==> src/rtl/ps2_pkg.sv <==
// Shared constants, decoder state encoding and event helpers for the PS/2
// keyboard receive path.
package ps2_pkg;

  localparam logic [7:0] PS2_EXT     = 8'hE0;
  localparam logic [7:0] PS2_BRK     = 8'hF0;
  localparam logic [7:0] PS2_PAUSE   = 8'hE1;
  localparam logic [7:0] PS2_BAT     = 8'hAA;
  localparam logic [7:0] PS2_ECHO    = 8'hEE;
  localparam logic [7:0] PS2_ACK     = 8'hFA;
  localparam logic [7:0] PS2_RESEND  = 8'hFE;
  localparam logic [7:0] PS2_ERR0    = 8'h00;
  localparam logic [7:0] PS2_ERR1    = 8'hFF;
  localparam logic [7:0] PS2_BATFAIL = 8'hFC;

  localparam int BRK_BIT = 9;
  localparam int EXT_BIT = 8;
  localparam int EVT_W   = 10;

  localparam logic [EVT_W-1:0] PAUSE_EVT = 10'h1E1;

  typedef enum logic [1:0] {
    S_IDLE = 2'd0,
    S_EXT  = 2'd1,
    S_BRK  = 2'd2,
    S_SKIP = 2'd3
  } state_t;

  function automatic logic is_status(input logic [7:0] b);
    return (b == PS2_BAT) || (b == PS2_ECHO) || (b == PS2_ACK) || (b == PS2_RESEND);
  endfunction

  function automatic logic is_kbd_err(input logic [7:0] b);
    return (b == PS2_ERR0) || (b == PS2_ERR1) || (b == PS2_BATFAIL);
  endfunction

  function automatic logic [EVT_W-1:0] make_evt(input logic brk, input logic ext,
                                               input logic [7:0] code);
    logic [EVT_W-1:0] evt;
    evt          = {2'b00, code};
    evt[BRK_BIT] = brk;
    evt[EXT_BIT] = ext;
    return evt;
  endfunction

endpackage

==> src/rtl/ps2_evt_fifo.sv <==
// First-word-fall-through event FIFO; head reads as 0 while empty.
module ps2_evt_fifo #(
  parameter int WIDTH = 10,
  parameter int DEPTH = 16,
  localparam int AW = $clog2(DEPTH),
  localparam int CW = AW + 1
) (
  input  logic             clk,
  input  logic             rst,
  input  logic             push,
  input  logic [WIDTH-1:0] wdata,
  input  logic             pop,
  output logic [WIDTH-1:0] rdata,
  output logic [CW-1:0]    count,
  output logic             full,
  output logic             empty
);

  logic [WIDTH-1:0] mem_q [DEPTH];
  logic [WIDTH-1:0] mem_d [DEPTH];
  logic [AW-1:0]    wr_ptr_q, wr_ptr_d;
  logic [AW-1:0]    rd_ptr_q, rd_ptr_d;
  logic [CW-1:0]    count_q, count_d;
  logic             push_ok, pop_ok;

  assign full    = (count_q == CW'(DEPTH));
  assign empty   = (count_q == '0);
  assign pop_ok  = pop & ~empty;
  // A full FIFO still accepts a write when a pop frees the slot this cycle.
  assign push_ok = push & (~full | pop_ok);

  always_comb begin
    mem_d    = mem_q;
    wr_ptr_d = wr_ptr_q + AW'(push_ok);
    rd_ptr_d = rd_ptr_q + AW'(pop_ok);
    count_d  = count_q;
    if (push_ok) mem_d[wr_ptr_q] = wdata;
    case ({push_ok, pop_ok})
      2'b10:   count_d = count_q + CW'(1);
      2'b01:   count_d = count_q - CW'(1);
      default: count_d = count_q;
    endcase
  end

  always_ff @(posedge clk) begin
    mem_q <= mem_d;
  end

  always_ff @(posedge clk) begin
    if (rst) begin
      wr_ptr_q <= '0;
      rd_ptr_q <= '0;
      count_q  <= '0;
    end else begin
      wr_ptr_q <= wr_ptr_d;
      rd_ptr_q <= rd_ptr_d;
      count_q  <= count_d;
    end
  end

  assign rdata = empty ? '0 : mem_q[rd_ptr_q];
  assign count = count_q;

endmodule

==> src/rtl/ps2_kbd_ctrl.sv <==
// PS/2 Set-2 prefix decoder with prefix timeout, sticky status flags and an
// event FIFO for the CPU side. dbg_state exposes the decoder state.
module ps2_kbd_ctrl
  import ps2_pkg::*;
#(
  parameter int DEPTH   = 16,
  parameter int TIMEOUT = 100000,
  localparam int CW = $clog2(DEPTH) + 1
) (
  input  logic             CLOCK_50,
  input  logic             rst,
  input  logic             en,
  input  logic [7:0]       rx_data,
  input  logic             rx_done_tick,
  input  logic             rd,
  input  logic             clr_flags,
  output logic [EVT_W-1:0] key_event,
  output logic             key_valid,
  output logic [CW-1:0]    count,
  output logic             overflow,
  output logic             kbd_err,
  output logic [1:0]       dbg_state
);

  localparam int IW = (TIMEOUT > 2) ? $clog2(TIMEOUT) : 1;

  state_t           state_q, state_d;
  logic             ext_q, ext_d;
  logic [2:0]       skip_q, skip_d;
  logic [IW-1:0]    idle_q, idle_d;
  logic             overflow_q, overflow_d;
  logic             kbd_err_q, kbd_err_d;
  logic             accept, emit, err_set, ovf_set, push;
  logic [EVT_W-1:0] evt;
  logic             fifo_full, fifo_empty;

  assign accept = rx_done_tick & en;

  always_comb begin
    state_d = state_q;
    ext_d   = ext_q;
    skip_d  = skip_q;
    idle_d  = idle_q;
    emit    = 1'b0;
    evt     = '0;
    err_set = 1'b0;
    if (!en) begin
      state_d = S_IDLE;
      ext_d   = 1'b0;
      skip_d  = '0;
      idle_d  = '0;
    end else if (accept) begin
      idle_d = '0;
      case (state_q)
        S_IDLE: begin
          if (rx_data == PS2_EXT) begin
            state_d = S_EXT;
          end else if (rx_data == PS2_BRK) begin
            state_d = S_BRK;
            ext_d   = 1'b0;
          end else if (rx_data == PS2_PAUSE) begin
            state_d = S_SKIP;
            skip_d  = 3'd7;
          end else if (is_kbd_err(rx_data)) begin
            err_set = 1'b1;
          end else if (!is_status(rx_data)) begin
            emit = 1'b1;
            evt  = make_evt(1'b0, 1'b0, rx_data);
          end
        end
        S_EXT: begin
          if (rx_data == PS2_BRK) begin
            state_d = S_BRK;
            ext_d   = 1'b1;
          end else if (rx_data != PS2_EXT) begin
            emit    = 1'b1;
            evt     = make_evt(1'b0, 1'b1, rx_data);
            state_d = S_IDLE;
          end
        end
        S_BRK: begin
          if (rx_data != PS2_BRK && rx_data != PS2_EXT) begin
            emit    = 1'b1;
            evt     = make_evt(1'b1, ext_q, rx_data);
            state_d = S_IDLE;
            ext_d   = 1'b0;
          end
        end
        default: begin
          // Pause tail: swallow the remaining seven bytes, report once.
          skip_d = skip_q - 3'd1;
          if (skip_q == 3'd1) begin
            emit    = 1'b1;
            evt     = PAUSE_EVT;
            state_d = S_IDLE;
          end
        end
      endcase
    end else if (state_q != S_IDLE) begin
      if (idle_q == IW'(TIMEOUT - 1)) begin
        state_d = S_IDLE;
        ext_d   = 1'b0;
        skip_d  = '0;
        idle_d  = '0;
      end else begin
        idle_d = idle_q + IW'(1);
      end
    end
  end

  assign ovf_set = emit & fifo_full & ~rd;
  assign push    = emit & (~fifo_full | rd);

  always_comb begin
    overflow_d = ovf_set ? 1'b1 : (clr_flags ? 1'b0 : overflow_q);
    kbd_err_d  = err_set ? 1'b1 : (clr_flags ? 1'b0 : kbd_err_q);
  end

  always_ff @(posedge CLOCK_50) begin
    if (rst) begin
      state_q    <= S_IDLE;
      ext_q      <= 1'b0;
      skip_q     <= '0;
      idle_q     <= '0;
      overflow_q <= 1'b0;
      kbd_err_q  <= 1'b0;
    end else begin
      state_q    <= state_d;
      ext_q      <= ext_d;
      skip_q     <= skip_d;
      idle_q     <= idle_d;
      overflow_q <= overflow_d;
      kbd_err_q  <= kbd_err_d;
    end
  end

  ps2_evt_fifo #(
    .WIDTH (EVT_W),
    .DEPTH (DEPTH)
  ) u_fifo (
    .clk   (CLOCK_50),
    .rst   (rst),
    .push  (push),
    .wdata (evt),
    .pop   (rd),
    .rdata (key_event),
    .count (count),
    .full  (fifo_full),
    .empty (fifo_empty)
  );

  assign key_valid = ~fifo_empty;
  assign overflow  = overflow_q;
  assign kbd_err   = kbd_err_q;
  assign dbg_state = state_q;

endmodule

==> config.mk <==
export PLATFORM = sky130hd
export DESIGN_NAME = ps2_kbd_ctrl
export DESIGN_NICKNAME = d
export VERILOG_FILES = /design/src/rtl/ps2_pkg.sv /design/src/rtl/ps2_evt_fifo.sv /design/src/rtl/ps2_kbd_ctrl.sv
export SDC_FILE = /design/constraint.sdc
export NUM_CORES = 1
export LEC_CHECK = 0
export ABC_AREA = 1
export CAP_MARGIN = 20
export CORE_ASPECT_RATIO = 0.8
export CORE_MARGIN = 8
export CORE_UTILIZATION = 45
export CTS_CLUSTER_SIZE = 25
export DETAILED_ROUTE_END_ITERATION = 6
export GPL_TIMING_DRIVEN = 0
export PLACE_DENSITY = 0.6
export SYNTH_ARGS = -nofsm -noshare
export SYNTH_HDL_FRONTEND = slang
export SYNTH_SLANG_ARGS = --single-unit
export TNS_END_PERCENT = 20
==> constraint.sdc <==
create_clock -name CLOCK_50 -period 3.7 [get_ports CLOCK_50]
set_input_delay 0.37 -clock CLOCK_50 [delete_from_list [all_inputs] [get_ports CLOCK_50]]
set_output_delay 0.37 -clock CLOCK_50 [all_outputs]
set_load 0.05 [all_outputs]
Word-level counts from Yosys, hierarchy flattened

Cells that the tools add are included.

Flip-flop bits (word level): 198
Latch bits: 0
RAM bits: 0
ROM bits: 0
Input bits: 14
Output and inout port bits: 20
Logic and storage cells: 168
Memories: 0

Add/sub/neg operators: 6
Multipliers: 0
Divide/modulo/power cells: 0
Order comparisons: 3
Equality and inequality tests: 29
Shifts and indexed selects: 0
Multiplexer cells: 69
Bitwise gates (word level): 14
Reductions and logical operators: 22

Operators with widths:

| operator              | count |
|---|---|
| $bwmux 160            | 1 |
| $eq 8x8->1 const B    | 9 |
| $mux 10               | 7 |
| $bmux 10 s4           | 1 |
| $demux 10 s4          | 1 |
| $mux 8                | 5 |
| $pmux 10 s3           | 1 |
| $mux 1                | 28 |
| $mux 9                | 3 |
| $mux 2                | 10 |
| $mux 3                | 6 |
| $ne 3x3->1 const B    | 6 |
| $add 17x1->17 const B | 1 |
| $eq 17x17->1 const B  | 1 |
| $mux 17               | 1 |
| $ne 8x8->1 const B    | 2 |
| $reduce_and 6->1      | 2 |
| $reduce_bool 2->1     | 6 |
| $ge 5x5->1 const B    | 2 |
| $not 4->5             | 2 |
| $pmux 5 s2            | 1 |
| $add 4x1->4           | 2 |
| $logic_not 8->1       | 1 |
| $reduce_and 7->1      | 1 |
| other kinds (25)      | 43 |

Longest topological paths before layout

Gate-level depths: netlist of run 1.

Word-level depth: 16
Gate-level depth with buffers: 20
Mapped depth without buffers: 18

Cells and area by module

A second synthesis of run 1 with hierarchy kept.

Cells, all modules: 919
Area, all modules: 9075.0 µm²

By module, submodules not included:

| module       | times used | cells an instance | area each (µm²) | seq. area each (µm²) |
|---|---|---|---|---|
| ps2_evt_fifo | 1          | 654               | 7339.5          | 5064.9 |
| ps2_kbd_ctrl | 1          | 265               | 1735.4          | 500.5 |

Least setup slack after synthesis of run 1

OpenSTA, ideal clock, no wires.

Path kind: reg2reg
Start: register state_q[1], in the netlist dbg_state[1]
End: register u_fifo.count_q[4], in the netlist u_fifo.count[4]
Library setup time: 132 ps
Data arrival time: 2812 ps
Slack: 756 ps
Stages on the path, launching flop included: 18
Path buffers: 2
Path through: dfxtp_1 > ha_1 > inv_1 > o21ai_2 > nor2_4 > nand2_4 > nand3b_4 > buf_12 > ha_1 > buf_2 > xor2_1 > ha_1 > a21o_1 > nand2_1 > o21ai_1 > xor2_1 > nand2_1 > a21oi_1

Longest elaborated chain between the ends: 8
Elaborated cells between the ends (all ways): 12

RTL lines:

| item                                                   | line                | source |
|---|---|---|
| from (decl)                                            | ps2_kbd_ctrl.sv:27  | `state_t state_q, state_d;` |
| from (signal assigned)                                 | ps2_kbd_ctrl.sv:128 | `state_q <= state_d;` |
| $eq 2x2->1, or another cell as far along               | ps2_kbd_ctrl.sv:54  | `case (state_q)` |
| $pmux 1 s3 (*)                                         | ps2_kbd_ctrl.sv:54  |  |
| $mux 1 (*)                                             | ps2_kbd_ctrl.sv:52  | `end else if (accept) begin` |
| $mux 1 (*)                                             | ps2_kbd_ctrl.sv:47  | `if (!en) begin` |
| $and 1x1->1 (*)                                        | ps2_kbd_ctrl.sv:112 | `assign push = emit & (~fifo_full \| rd);` |
| $and 1x1->1 (*)                                        | ps2_evt_fifo.sv:30  | `assign push_ok = push & (~full \| pop_ok);` |
| $eq 2x1->1 / $eq 2x2->1 (equally long branches)        | ps2_evt_fifo.sv:38  | `case ({push_ok, pop_ok})` |
| $pmux 5 s2 / $reduce_bool 2->1 (equally long branches) | -                   |  |
| to (signal assigned)                                   | ps2_evt_fifo.sv:57  | `count_q <= count_d;` |
| to (decl)                                              | ps2_evt_fifo.sv:23  | `logic [CW-1:0] count_q, count_d;` |

Every way passes the cells marked *; elsewhere a longest branch is shown, timed or not.
A chain may end at the register's enable or synchronous reset.

Final worst setup path of run 1

Start: register u_fifo.rd_ptr_q[0]
End: output port key_event[0]

Longest elaborated chain between the ends: 5

RTL lines:

| item                                        | line               | source |
|---|---|---|
| from (decl)                                 | ps2_evt_fifo.sv:22 | `logic [AW-1:0] rd_ptr_q, rd_ptr_d;` |
| from (signal assigned)                      | ps2_evt_fifo.sv:56 | `rd_ptr_q <= rd_ptr_d;` |
| $not 4->5 (not written as such)             | ps2_evt_fifo.sv:61 | `assign rdata = empty ? '0 : mem_q[rd_ptr_q];` |
| $bmux 10 s4                                 | ps2_evt_fifo.sv:61 |  |
| $mux 10 (not written as such) (2 in series) | ps2_evt_fifo.sv:61 |  |
| $mux 10                                     | ps2_evt_fifo.sv:61 |  |
| to (decl)                                   | ps2_kbd_ctrl.sv:17 | `output logic [EVT_W-1:0] key_event,` |

Every way passes these cells. The select of a mux whose other input is x is not followed.

==> summary.md, run 1 <==
| Metric | Value |
|---|---|
| Die Y | 141 um |
| Commonest non-fill, non-tap cell in the layout | edfxtp_1 |
| Leakage | 3.52 nW |
| RR Endpoint | u_fifo.count[4] |
| CP max-delay cell | clkdlybuf4s50_1 |
| Hold Startpoint | overflow |
| GR Util All Layers | 19.1% |
| Post-Place Cells | 1122 |
| Nets | 916 |
| I/O pins | 34 |
| CP Capture Type | output pin |
| Maximum VDD drop | roughly 0.35 mV |
| Cell Chain, Critical Path | buf_2, inv_2, clkbuf_1, o21ai_0, o221ai_1, nand3_1, a21oi_1, clkdlybuf4s50_1 |
| Mapped Area | 0.00880 mm2 |
| H-tree Lvls | 4 |
| Post-synth EDFFs | 160 |
| RSZ-0062 raised after global routing | true |
| R2R cell count | 15 |
| DP Wirelength | 15.9 mm |
| Core Footprint | 0.0191 mm2 |
| Largest net degree at the start of global routing | 18 |
| Maximum clock rate | 0.271 GHz |
| Grt ovf | 0 |
| Hold path depth | 2 |
| Share of layout cells above drive strength 1 | 10.9% |
| CTS clk-pin slew, worst paths | 0.07 ns |
| Final Skew | 0.00959 ns |
| CTS tree | yes |
| Clock sinks | 198 |
| Detail Route Antenna Nets | 0 |
| Rows | 45 |
| Crit path required time | 3.33 ns |
| Final Hold Viols | 0 |
| Final wirelength | 23.0 mm |
| Yosys cell types | 37 |
| Synth top area cells | edfxtp_1 55%, dfxtp_1 8.6%, nor2_1 6.7%, o21ai_0 5.5%, nand2_1 3.1% |
| Sequential area share after synthesis | a little over three fifths |
| Placer Congestion | 0.836 |
| Design area | 0.0101 mm2 |
| DRC errors left | 0 |
| Hold Path End | overflow |
| DR vias/cell | 5.51 |
| Clock insertion delay at the later pin of the skew report | about 0.43 ns |
| Hold Crit Class | reg -> reg |
| Reg2Reg Launch Point | u_fifo.count[2] |
| Die X | 172 um |
| Crit-path max FO | 10 |
| Post-synth net total | roughly 850 |
| Status | complete, no violations |
| First-pass GRT wire length | about 35 mm |
| Iter 0 DRT Violations | roughly 730 |
| Finished Layout Cells | 1159 |
| DR pass1 iterations | 6 |
| Post-DR wirelength/cell | 19.8 um |
| Post-CTS setup buffers | 0 |
| Area grow syn2layout | 15.2% |
| Worst path top cell family by delay | buffers and inverters |
| Post-DP Area | roughly 0.0095 mm2 |
| Worst setup SP type | register |
| Longest Clk Path Bufs | 2 |
| Area leader, netlist | edfxtp_1 |
| Buf+Inv Stages, Crit Path | 4 |
| Total number of vias | about 6.4k |
| Number of global-route vias before repair | 6126 |
| Synth Instances | between 800 and 900 |
| Setup CP Type | reg -> out |
| Buffers on Ports | 33 |
| Maxcap violations | 0 |
| Max stage delay on crit path | 0.85 ns |
| Root Driver | clkbuf_16 |
| Number of synthesis warnings | 0 |
| Async set-or-reset flop fraction in the synthesized netlist | 0% |
| CTS Buf Count | 17 |
| Most frequent cells in the layout | 160 x edfxtp_1, 156 x nor2_1, 96 x o21ai_0, 73 x nand2_1, 52 x inv_1 |
| Top_reg_cell synth | edfxtp_1 |
| Synth Area per Inst | 10.7 um2 |
| Synth top area share | a little over half |
| Synthesis-stage register bit count | 198 |
| Worst-Margin Slew | 1.10 ns |
| DIE AREA | 0.0243 mm2 |
| R2R Setup Slk | 0.63 ns |
| Final Max Slew Viols | 0 |
| Inserted Diodes | 0 |
| Initial Util | between 40% and 50% |
| PwrDens | 628 mW/mm2 |
| Relative slew slack | 26.5% |
| Fin crit period | 3.69 ns |
| Final core area utilization | roughly 53% |
| Tcrit/Tclk final | approximately 100% |
| Crit path arrival time | 3.32 ns |
| Final setup viols | 0 |
| Initial antenna violation count | 0 |
==> synth_stat cells, types with 11 or more instances <==
cell type	n
a21oi_1	35
clkbuf_1	24
dfxtp_1	38
edfxtp_1	160
ha_1	14
inv_1	52
nand2_1	73
nand3_1	41
nor2_1	156
nor2_2	16
nor2_4	11
o21ai_0	96
o221ai_1	30
==> layer usage <==
layer / routed length, um / GRT usage, % / share of wire, % / vias to the layer above
met5: 0 / 0 / 0 / -
met4: 268 / 4.71 / 1.2 / 0
met3: 2090 / 4.52 / 9.1 / 23
met2: 10400 / 29.2 / 45 / 250
met1: 10200 / 26.9 / 44 / 3092
li1: - / - / - / 3026
==> flip-flops by register name (all words and copies together) (netlist names), 2 cells and up <==
name and count:
u_fifo.mem_q 160, idle_q 17, u_fifo.count 5, u_fifo.rd_ptr_q 4, u_fifo.wr_ptr_q 4, skip_q 3, dbg_state 2
==> final cells by class <==
| type | count | area (um2) |
|---|---|---|
| plain buffers | 35 | 159 |
| clock buffers | 18 | 429 |
| clock inverters | 14 | 126 |
| fillers | 1641 | 8950 |
| inverters | 58 | 218 |
| multi-input cells | 534 | 2870 |
| flip-flops and latches | 198 | 5570 |
| well taps | 258 | 323 |
| repair buffers | 44 | 449 |
==> worst max path at each step <==
stage	start	to	slack [ns]	cells past startpoint
floorplan	dbg_state[1]	u_fifo.count[4]	0.76	17
CTS	u_fifo.rd_ptr_q[0]	key_event[8]	0.05	8
global placement	rx_data[1]	u_fifo.mem_q[2]	-0.07	8
global route	u_fifo.rd_ptr_q[0]	key_event[8]	-0.14	7
detailed placement	rx_data[6]	u_fifo.count[4]	0.26	20
finish	u_fifo.rd_ptr_q[0]	key_event[0]	0.007	8
==> power by group <==
group | switching, mW | leakage [nW] | internal (mW)
clock network | 0.843 | 0.263 | 0.935
registers | 0.0593 | 1.78 | 2.45
logic | 1.48 | 1.48 | 0.602
==> worst register-to-register path: stages (launching register included) <==
cell,delay [ns]
dfxtp_1,0.37
nor2_1,0.13
nand2_1,0.08
nor3b_1,0.51
nand3b_4,0.35
buf_12,0.20
ha_1,0.15
buf_2,0.16
xor2_1,0.20
ha_1,0.18
a21o_1,0.11
nand2_1,0.06
o21ai_1,0.15
xor2_1,0.16
nand2_1,0.07
a21oi_1,0.11
==> kinds of logic (layout without fill, tap and decap cells) <==
| family | Yosys count | count (layout) | synth area share, % |
|---|---|---|---|
| AND/OR/NAND/NOR | 325 | 325 | 17.0 |
| flip-flops | 198 | 198 | 63.2 |
| AO/OA/AOI/OAI | 179 | 179 | 11.9 |
| buffers and inverters | 93 | 169 | 4.28 |
| XOR/XNOR | 16 | 16 | 1.59 |
| adder cells (fa/ha/maj) | 14 | 14 | 1.99 |
==> timing repair <==
item / in CTS / in global routing
resized for setup: 0 / 3
hold buffers: 0 / 0
setup endpoints to repair: 0 / 9
==> through the flow <==
step | power, mW | hold slack, ns | setup WS [ns] | setup TNS, ns
floorplan | 3.89 | 0.439 | 0.756 | 0
global placement | 4.58 | 0.457 | -0.0700 | -1.09
detailed placement | 4.62 | 0.463 | 0.259 | 0
CTS | 6.37 | 0.474 | 0.0477 | 0
global route | 6.61 | 0.491 | -0.140 | -0.556
finish | 6.37 | 0.475 | 0.00669 | 0
Power figures use the tool's default switching activity.
==> inputs of run 2 (changes only) <==
Settings changed: CORE_MARGIN 8 to 4.
Clock period 3.7 ns to 3.58 ns, I/O delays scaled along.
==> run 2 against run 1 <==
Utilization increased by 0.30 points; first-iteration DRC count down 7.9%; worst setup slack better by 0.053 ns; largest cell class unchanged; largest power group unchanged; die area shrank 10%; global-route usage increased by 2.2 points; non-clock buffer count up 1; cell area up 0.56%; total power rose by 4.8%; register-to-register slack got worse by 0.18 ns.
==> summary.md, run 2 (same netlist as run 1, synthesis figures left out) <==
| Metric | Value |
|---|---|
| Largest register by flop count | u_fifo.mem_q |
| Final Hold Viols | 0 (unchanged) |
| Setup TNS | 0 ns (unchanged) |
| Placer Congestion | 0.857 (+2.5%) |
| Status | complete, no violations |
| GR Util All Layers | 21.3% (+2.2 points) |
| Most frequent cells in the layout | 160 x edfxtp_1, 156 x nor2_1, 96 x o21ai_0, 73 x nand2_1, 52 x inv_1 |
| Total number of vias | 6378 (-0.20%) |
| Final setup viols | 0 (unchanged) |
| Post-CTS setup buffers | 0 (unchanged) |
| Root Driver | clkbuf_16 |
| Final Power | 6.67 mW (+4.8%) |
| Crit path required time | 3.22 ns (-0.11 ns) |
| Worst path top cell family by delay | buffers and inverters |
| Hold Crit Class | reg -> reg |
| Leakage | 3.57 nW (+1.4%) |
| Largest register FFs | 160 (unchanged) |
| Die Y | 133 um (-5.7%) |
| Final wirelength | 22.6 mm (-1.5%) |
| Final Max Slew Viols | 0 (unchanged) |
| Maximum VDD drop | 0.331 mV (-5.1%) |
| Area of the multi-input gates | 0.00287 mm2 (unchanged) |
| Largest net degree at the start of global routing | 18 (unchanged) |
| Final Skew | 0.0144 ns (+0.00478 ns) |
| Nets | 917 (+0.11%) |
| CP max-delay cell | clkdlybuf4s50_1 |
| Buf+Inv Stages, Crit Path | 4 (unchanged) |
| Worst setup SP type | register |
| CTS clk-pin slew, worst paths | 0.08 ns (about the same) |
| H-tree Lvls | 4 (unchanged) |
| Buffers on Ports | 33 (unchanged) |
| Detail Route Antenna Nets | 0 (unchanged) |
| Iter 0 DRT Violations | 674 (-7.9%) |
| Setup CP Type | reg -> out |
| Commonest non-fill, non-tap cell in the layout | edfxtp_1 |
| Longest Clk Path Bufs | 2 (unchanged) |
| Clock insertion delay at the later pin of the skew report | 0.43 ns (about the same) |
| Maximum clock rate | 0.284 GHz |
| Post-DR wirelength/cell | 19.5 um (-1.6%) |
| Initial Util | 46.1% (unchanged) |
| Initial antenna violation count | 0 (unchanged) |
| Die X | 164 um (-4.6%) |
| Core Footprint | 0.0191 mm2 (unchanged) |
| Worst-Margin Slew | 1.03 ns (-0.0675 ns) |
| Maxcap violations | 0 (unchanged) |
| Number of global-route vias before repair | 6147 (+0.34%) |
| Rows | 45 (unchanged) |
| Fin crit period | 3.52 ns |
| DP Wirelength | 15.7 mm (-1.1%) |
| RSZ-0062 raised after global routing | true |
| First-pass GRT wire length | 35.2 mm (+0.81%) |
| Area grow syn2layout | 15.9% |
| DIE AREA | 0.0219 mm2 (-10%) |
| CTS tree | yes |
| DR pass1 iterations | 5 (-1) |
| Cell Chain, Critical Path | buf_2, inv_2, clkbuf_1, o21ai_0, o221ai_1, nand3_1, a21oi_1, clkdlybuf4s50_1 |
| Max stage delay on crit path | 0.85 ns (about the same) |
| Share of layout cells above drive strength 1 | 11.5% (+0.65 points) |
| CP Capture Type | output pin |
| Register area | 0.00557 mm2 (unchanged) |
| I/O pins | 34 (unchanged) |
| Crit path arrival time | 3.16 ns (-0.16 ns) |
| Inserted Diodes | 0 (unchanged) |
| DR vias/cell | 5.50 (-0.29%) |
| Relative slew slack | 31.0% (+4.5 points) |
| DRC errors left | 0 (unchanged) |
| Crit-path max FO | 10 (unchanged) |
| Filler cell count | 1633 (-0.49%) |
| Clock sinks | 198 (unchanged) |
| Tcrit/Tclk final | 98.3% |
| Grt ovf | 0 (unchanged) |
| PwrDens | 654 mW/mm2 (+4.2%) |
| CTS Buf Count | 17 (unchanged) |
run 2: final cells by class:
type                    count  area share, %
multi-input cells         534           28.2
clock inverters            15           1.77
inverters                  58           2.13
repair buffers             45           4.44
well taps                 258           3.17
plain buffers              35           1.58
clock buffers              17           4.17
flip-flops and latches    198           54.6
run 2: path summary, 6_finish.rpt:
| check | startpoint | end | slack, ns | cells past startpoint |
|---|---|---|---|---|
| worst min register to register | overflow | overflow | 0.47 | 2 |
| worst min-delay path | overflow | overflow | 0.47 | 2 |
| worst max register to register | u_fifo.count[2] | u_fifo.count[4] | 0.45 | 15 |
| worst max-delay path | u_fifo.rd_ptr_q[0] | key_event[9] | 0.06 | 8 |
run 2: tightest hold or removal path, delay by kind of cell, from the launching register on:
kind | cells | cell delay (ns)
simple gates | 1 | 0.06
flops | 1 | 0.31
compound gates | 1 | 0.05
run 2: per-layer routing:
layer / vias to the layer above / wire length [um] / global-route usage [%]
met1: 3110 / 10200 / 31.6
li1: 3024 / - / -
met3: 16 / 1890 / 4.86
met5: - / 0 / 0
met4: 0 / 243 / 4.56
met2: 228 / 10300 / 32.1
run 2: through the flow:
step | utilization, % | cell area, um2 | instances | hold WS [ns] | setup WS [ns]
2_1_floorplan | - | 8800 | 825 | 0.439 | 0.636
4_1_cts | 53.1 | 10100 | 1155 | 0.475 | 0.0202
5_1_grt | 53.4 | 10200 | 1160 | 0.494 | -0.0962
3_3_place_gp | 49.5 | 9450 | 1116 | 0.459 | -0.127
3_5_place_dp | 50.0 | 9540 | 1123 | 0.464 | 0.160
6_report | 53.4 | 10200 | 1160 | 0.471 | 0.0602
run 2: what timing repair did:
| action | in CTS | in global routing |
|---|---|---|
| resized for setup | 5 | 6 |
| setup endpoints to repair | 6 | 8 |
| hold buffers | 0 | 0 |
| pin swaps | 0 | 0 |
run 2: where the power goes:
part           internal (mW)  switching [mW]  total, mW
logic                  0.599            1.52       2.12
registers               2.53          0.0609       2.59
clock network           1.11           0.860       1.97
total                   4.23            2.44       6.67
